### src/rtl/powlib_dpram_arb.sv
// Shares one single-clock dual-port RAM among N requesters. Round-robin or
// fixed-priority grant, one transaction per cycle, id-tagged read responses.
module powlib_dpram_arb #(
    parameter int             N    = 4,
    parameter int             W    = 32,
    parameter int             D    = 128,
    parameter int             WIDX = (D > 1) ? $clog2(D) : 1,
    parameter int             WID  = (N > 1) ? $clog2(N) : 1,
    parameter int             EFP  = 0,
    parameter logic [W*D-1:0] INIT = '0
) (
    input  logic              clk,
    input  logic              rst,
    input  logic              hold,
    input  logic [N-1:0]      reqvld,
    output logic [N-1:0]      reqrdy,
    input  logic [N-1:0]      reqwr,
    input  logic [N*WIDX-1:0] reqidx,
    input  logic [N*W-1:0]    reqdata,
    output logic              rspvld,
    output logic [W-1:0]      rspdata,
    output logic [WID-1:0]    rspid
);

    typedef logic [W-1:0] mem_t [D];

    function automatic mem_t init_mem();
        mem_t m;
        for (int d = 0; d < D; d++) begin
            m[d] = INIT[d*W +: W];
        end
        return m;
    endfunction

    logic [WID-1:0]  ptr_r;
    logic            rspvld_r;
    logic [WID-1:0]  rspid_r;
    logic [W-1:0]    rdata_r;
    mem_t            mem_r = init_mem();

    logic            hi_found_s;
    logic [WID-1:0]  hi_id_s;
    logic [WID-1:0]  lo_id_s;
    logic            any_s;
    logic [WID-1:0]  win_id_s;
    logic [N-1:0]    grant_s;
    logic            sel_wr_s;
    logic [WIDX-1:0] sel_idx_s;
    logic [W-1:0]    sel_data_s;
    logic            wr_en_s;
    logic            rd_en_s;
    logic            in_range_s;

    // Winner search: lowest valid index above ptr, else lowest valid overall (wrap).
    always_comb begin
        hi_found_s = 1'b0;
        hi_id_s    = '0;
        lo_id_s    = '0;
        for (int i = N - 1; i >= 0; i--) begin
            lo_id_s    = reqvld[i] ? WID'(i) : lo_id_s;
            hi_found_s = (reqvld[i] && (EFP == 0) && (WID'(i) > ptr_r)) ? 1'b1 : hi_found_s;
            hi_id_s    = (reqvld[i] && (EFP == 0) && (WID'(i) > ptr_r)) ? WID'(i) : hi_id_s;
        end
        any_s    = (|reqvld) && rst && !hold;
        win_id_s = hi_found_s ? hi_id_s : lo_id_s;
    end

    // One-hot grant and the granted requester's command fields (OR-mux on the grant).
    always_comb begin
        grant_s    = '0;
        sel_wr_s   = 1'b0;
        sel_idx_s  = '0;
        sel_data_s = '0;
        for (int i = 0; i < N; i++) begin
            grant_s[i] = any_s && (win_id_s == WID'(i));
            sel_wr_s   = sel_wr_s | (grant_s[i] & reqwr[i]);
            sel_idx_s  = sel_idx_s | ({WIDX{grant_s[i]}} & reqidx[i*WIDX +: WIDX]);
            sel_data_s = sel_data_s | ({W{grant_s[i]}} & reqdata[i*W +: W]);
        end
        wr_en_s    = any_s & sel_wr_s;
        rd_en_s    = any_s & ~sel_wr_s;
        in_range_s = (int'(sel_idx_s) < D);
    end

    assign reqrdy  = grant_s;
    assign rspvld  = rspvld_r;
    assign rspid   = rspid_r;
    assign rspdata = rdata_r;

    // RAM write port; out-of-range indexes are dropped.
    always_ff @(posedge clk) begin
        if (wr_en_s && in_range_s) begin
            mem_r[sel_idx_s] <= sel_data_s;
        end
    end

    // Registered RAM read data, captured only on a granted read.
    always_ff @(posedge clk) begin
        if (rd_en_s) begin
            rdata_r <= mem_r[sel_idx_s];
        end
    end

    // Priority pointer and response flag/tag; reset drops any pending response.
    always_ff @(posedge clk or negedge rst) begin
        if (!rst) begin
            ptr_r    <= WID'(N - 1);
            rspvld_r <= 1'b0;
            rspid_r  <= '0;
        end else begin
            rspvld_r <= rd_en_s;
            if (rd_en_s) begin
                rspid_r <= win_id_s;
            end
            if (any_s && (EFP == 0)) begin
                ptr_r <= win_id_s;
            end
        end
    end

endmodule
### config.mk
export PLATFORM = sky130hd
export DESIGN_NAME = powlib_dpram_arb
export DESIGN_NICKNAME = d
export VERILOG_FILES = /design/src/rtl/powlib_dpram_arb.sv
export SDC_FILE = /design/constraint.sdc
export NUM_CORES = 2
export LEC_CHECK = 0
export CAP_MARGIN = 30
export CORE_UTILIZATION = 30
export CTS_BUF_LIST = sky130_fd_sc_hd__clkbuf_8
export CTS_CLUSTER_DIAMETER = 120
export DETAILED_ROUTE_END_ITERATION = 12
export PLACE_DENSITY_LB_ADDON = 0.25
export RECOVER_POWER = 50
export SLEW_MARGIN = 20
export SYNTH_ARGS = -nofsm -noshare
export SYNTH_HDL_FRONTEND = slang
export SYNTH_SLANG_ARGS = --single-unit
export TNS_END_PERCENT = 30
### constraint.sdc
create_clock -name clk -period 8.35 [get_ports clk]
set_clock_uncertainty 0.05 [all_clocks]
set_input_delay 1.67 -clock clk [delete_from_list [all_inputs] [get_ports clk]]
set_output_delay 1.67 -clock clk [all_outputs]
set_load 0.01 [all_outputs]
==> results.toml <==
[global_routing]
wire_length_of_the_first_global_routing_pass_um = 743000
initial_antenna_violation_count = 65
gr-total-overflow = 0
grt_util_all_layers = 0.192
grt_start_max_net_pins = 165
first_global_vias = 94500

[worst_setup_path]
timing.critical_path.slowest_stage_cell = "a2bb2oi_1"
slowest_delay_ns = 1.42
worst-setup-path-type = "input port to flop"
worst_setup_path_end_kind = "flop"
critical_path_most_common_cell = "o21a_1"
regToRegStartpoint = "ptr_r[0]$_DFFE_PN1P_"
cp.arrival_ns = 8.50
start_kind = "input port"
worst_setup_path_startpoint = "reqvld[1]"
worst-path-max-fanout = 47
worst_ep_required_time_ns = 9.26
worstPathCellList = "dlygate4sd3_1 -> o21a_1 -> o21a_1 -> nor3_1 -> clkbuf_1 -> a32o_1 -> a2bb2oi_1 -> buf_12 -> buf_4 -> a221oi_1 -> o31ai_1 -> nand4_1 -> or4_1"

[timing]
rsz0062_at_grt = "false"
max_freq_mhz = 132
maxSlewViolCount = 2821
tightest_slew_ns = 3.58
timing.setup.tns_ns = 0
final_hold_viol_count = 0
finalHoldWorstSlack_ns = 0.442
layout_setup_ws_ns = 0.763
period_utilisation_layout = 0.909
worst_slew_margin_rel = -1.39
setup_viol = 0
final_min_period_ns = 7.59

[cts]
hold_buffers = 0
clkTransAtPathRegs_ns = 0.06
clock_path_buffers = 4
cts.repair_timing.setup_buffer_count = 0
root_buffer = "clkbuf_8"
cts-buffers-inserted = 678
cts-htree-levels = 6
cts_resized = 0
clk_sinks = 4133
cts_tree = "yes"
clk_latency_ns = 1.26

[floorplanning]
top_level_ports = 206
effective_utilization_at_floorplan = 0.302
core_area_um2 = 534000
die-height_um = 735
die_width_um = 735
design.die.area_um2 = 540000
row_count = 268

[detailed_routing]
wirelength_um = 540000
ant_nets = 0
drt-pass1-iter-count = 6
remaining_drc_errors = 0
viasPerCell = 5.25
drt_iter0_drc = 11300
route.vias.total = 96900
post_drt_wl_per_cell_um = 29.3

[finish]
design.final.nets = 10800
layout.core_utilization = 0.352
drive_above_1_share = 0.144
syn_to_final_growth_pct = 16.8

[power_and_ir_drop]
report.power.total_mw = 44.3
static_power_due_to_leakage_nw = 67.5
cellPowerDensity_nw_per_um2 = 236
max-vdd-ir-drop_mv = 0.164

[placement]
gpl.final_weighted_congestion = 0.872
preCtsSetupSlack_ns = 0.594
portBuffers = 205
hpwlAfterDp_um = 311000

[logic_synthesis]
yosys_register_bits = 4133
synthDistinctLibCells = 67
synthesis.area_per_instance_um2 = 16.3
synthesis.instances = 9908
ys_async_sr_fraction = 0.00121
synth-main-ff-cell = "edfxtp_1"
seq_area_frac_synth = 0.770
syn_area_um2 = 161000
synth-edff-count = 4128
syn_nets = 10100
yosys_warnings = 0

[outcome]
run_status = "complete, but fails checks"
violations = "max-capacitance violations, max-slew violations"

[flow_run]
drv_cap = 55

[hold_path]
min_from = "rspid[1]$_DFFE_PN0P_"
path_class_of_the_lowest_slack_min_delay_path = "flop to flop"
sequential cells by signal, indices dropped and copies added (netlist names):
| signal | count |
|---|---|
| rspid | 2 |
| rspdata | 32 |
| ptr_r | 2 |
| mem_r | 4096 |
| rspvld | 1 |
stage by stage:
stage,area (um2),instances
after detailed placement,176000,17200
after floorplan,161000,9908
after global placement,176000,17100
final,188000,18400
after global routing,188000,18400
after CTS,189000,18400
synthesized netlist by cell type (31+ instances only):
master     count  share of area
a2111oi_0     99         0.0054
a211oi_1     101         0.0047
a21oi_1       31        0.00096
a221o_1       84         0.0052
a22o_1        33         0.0018
a311oi_1      37         0.0020
a31o_2        44         0.0024
a31oi_1       34         0.0013
a32oi_1      161         0.0088
and3_1       124         0.0048
buf_2        203         0.0063
clkbuf_1     406         0.0095
edfxtp_1    4128           0.77
mux2_2        35         0.0024
mux2i_1     1169          0.073
nand2_1     1382          0.032
nand3_1      493          0.015
nand4_1      191         0.0074
nor2_1       148         0.0034
nor4_1        67         0.0026
o211ai_1      61         0.0028
o21ai_0      133         0.0041
o22a_1        64         0.0035
o22ai_1      384          0.015
or4_1         31         0.0014
cell usage in the layout (no fill, tap or decap), types with 34 or more instances in the layout:
master / n
inv_1: 244
a221o_1: 80
edfxtp_1: 4128
o21ai_0: 131
buf_12: 100
and3_1: 124
nor2_4: 138
nor4_1: 50
o211ai_1: 61
clkinv_1: 157
nand4_1: 191
nand3_1: 491
a31oi_1: 34
buf_4: 405
nand2_1: 1373
a211oi_1: 101
a31o_2: 44
clkbuf_8: 683
a2111oi_0: 99
diode_2: 77
mux2i_1: 1169
a32oi_1: 160
clkinv_2: 57
o22a_1: 64
o22ai_1: 384
clkdlybuf4s50_1: 168
clkbuf_1: 40
a311oi_1: 37
mux2_2: 34
dlygate4sd3_1: 37
critical path, delay by kind of cell:
| family | cells | cell delay (ns) |
|---|---|---|
| compound gates | 6 | 2.74 |
| buf+inv | 4 | 2.05 |
| simple gates | 3 | 1.87 |
power by group:
part           internal (mW)  total [mW]  switching, mW
Sequential              23.4        23.5          0.118
Clock                   7.99        16.2           8.22
Combinational           1.26        4.60           3.34
kinds of logic (layout without fill, tap and decap cells):
group                  after synthesis  after routing  synth area share
multiplexers                      1205           1205            0.0752
AND/OR/NAND/NOR                   2470           2470            0.0686
buffers and inverters              674           1973            0.0188
AO/OA/AOI/OAI                     1426           1426            0.0670
flip-flops                        4133           4133             0.770
other                                0             77                 0
routing by layer:
metal | routed length [um] | vias to the layer above | global-route usage
met2 | 251000 | 4272 | 0.309
met3 | 41800 | 867 | 0.0359
met4 | 20400 | 18 | 0.0687
li1 | - | 41100 | -
met1 | 227000 | 50600 | 0.261
met5 | 114 | - | 0
cell type report:
type	instances	area (um2)
clock buffer	683	9400
sequential	4133	124000
multi-input combinational	5101	35400
tap	7155	8950
clock inverter	524	2700
antenna	77	193
inverter	2	7.51
timing repair buffer	764	7360
fill	50800	346000
worst paths after layout:
check | slack, ns | end | depth (start not counted)
worst min register to register | 0.44 | rspid[1]$_DFFE_PN0P_ | 2
worst max-delay path | 0.76 | rspdata[6]$_DFFE_PP_ | 13
max in group asynchronous | 7.31 | ptr_r[1]$_DFFE_PN1P_ | 1
worst min-delay path | 0.44 | rspid[1]$_DFFE_PN0P_ | 2
worst max register to register | 1.50 | rspdata[6]$_DFFE_PP_ | 12
min in group asynchronous | 0.67 | rspid[1]$_DFFE_PN0P_ | 1
No activity file was read; power rests on OpenSTA's default activity.
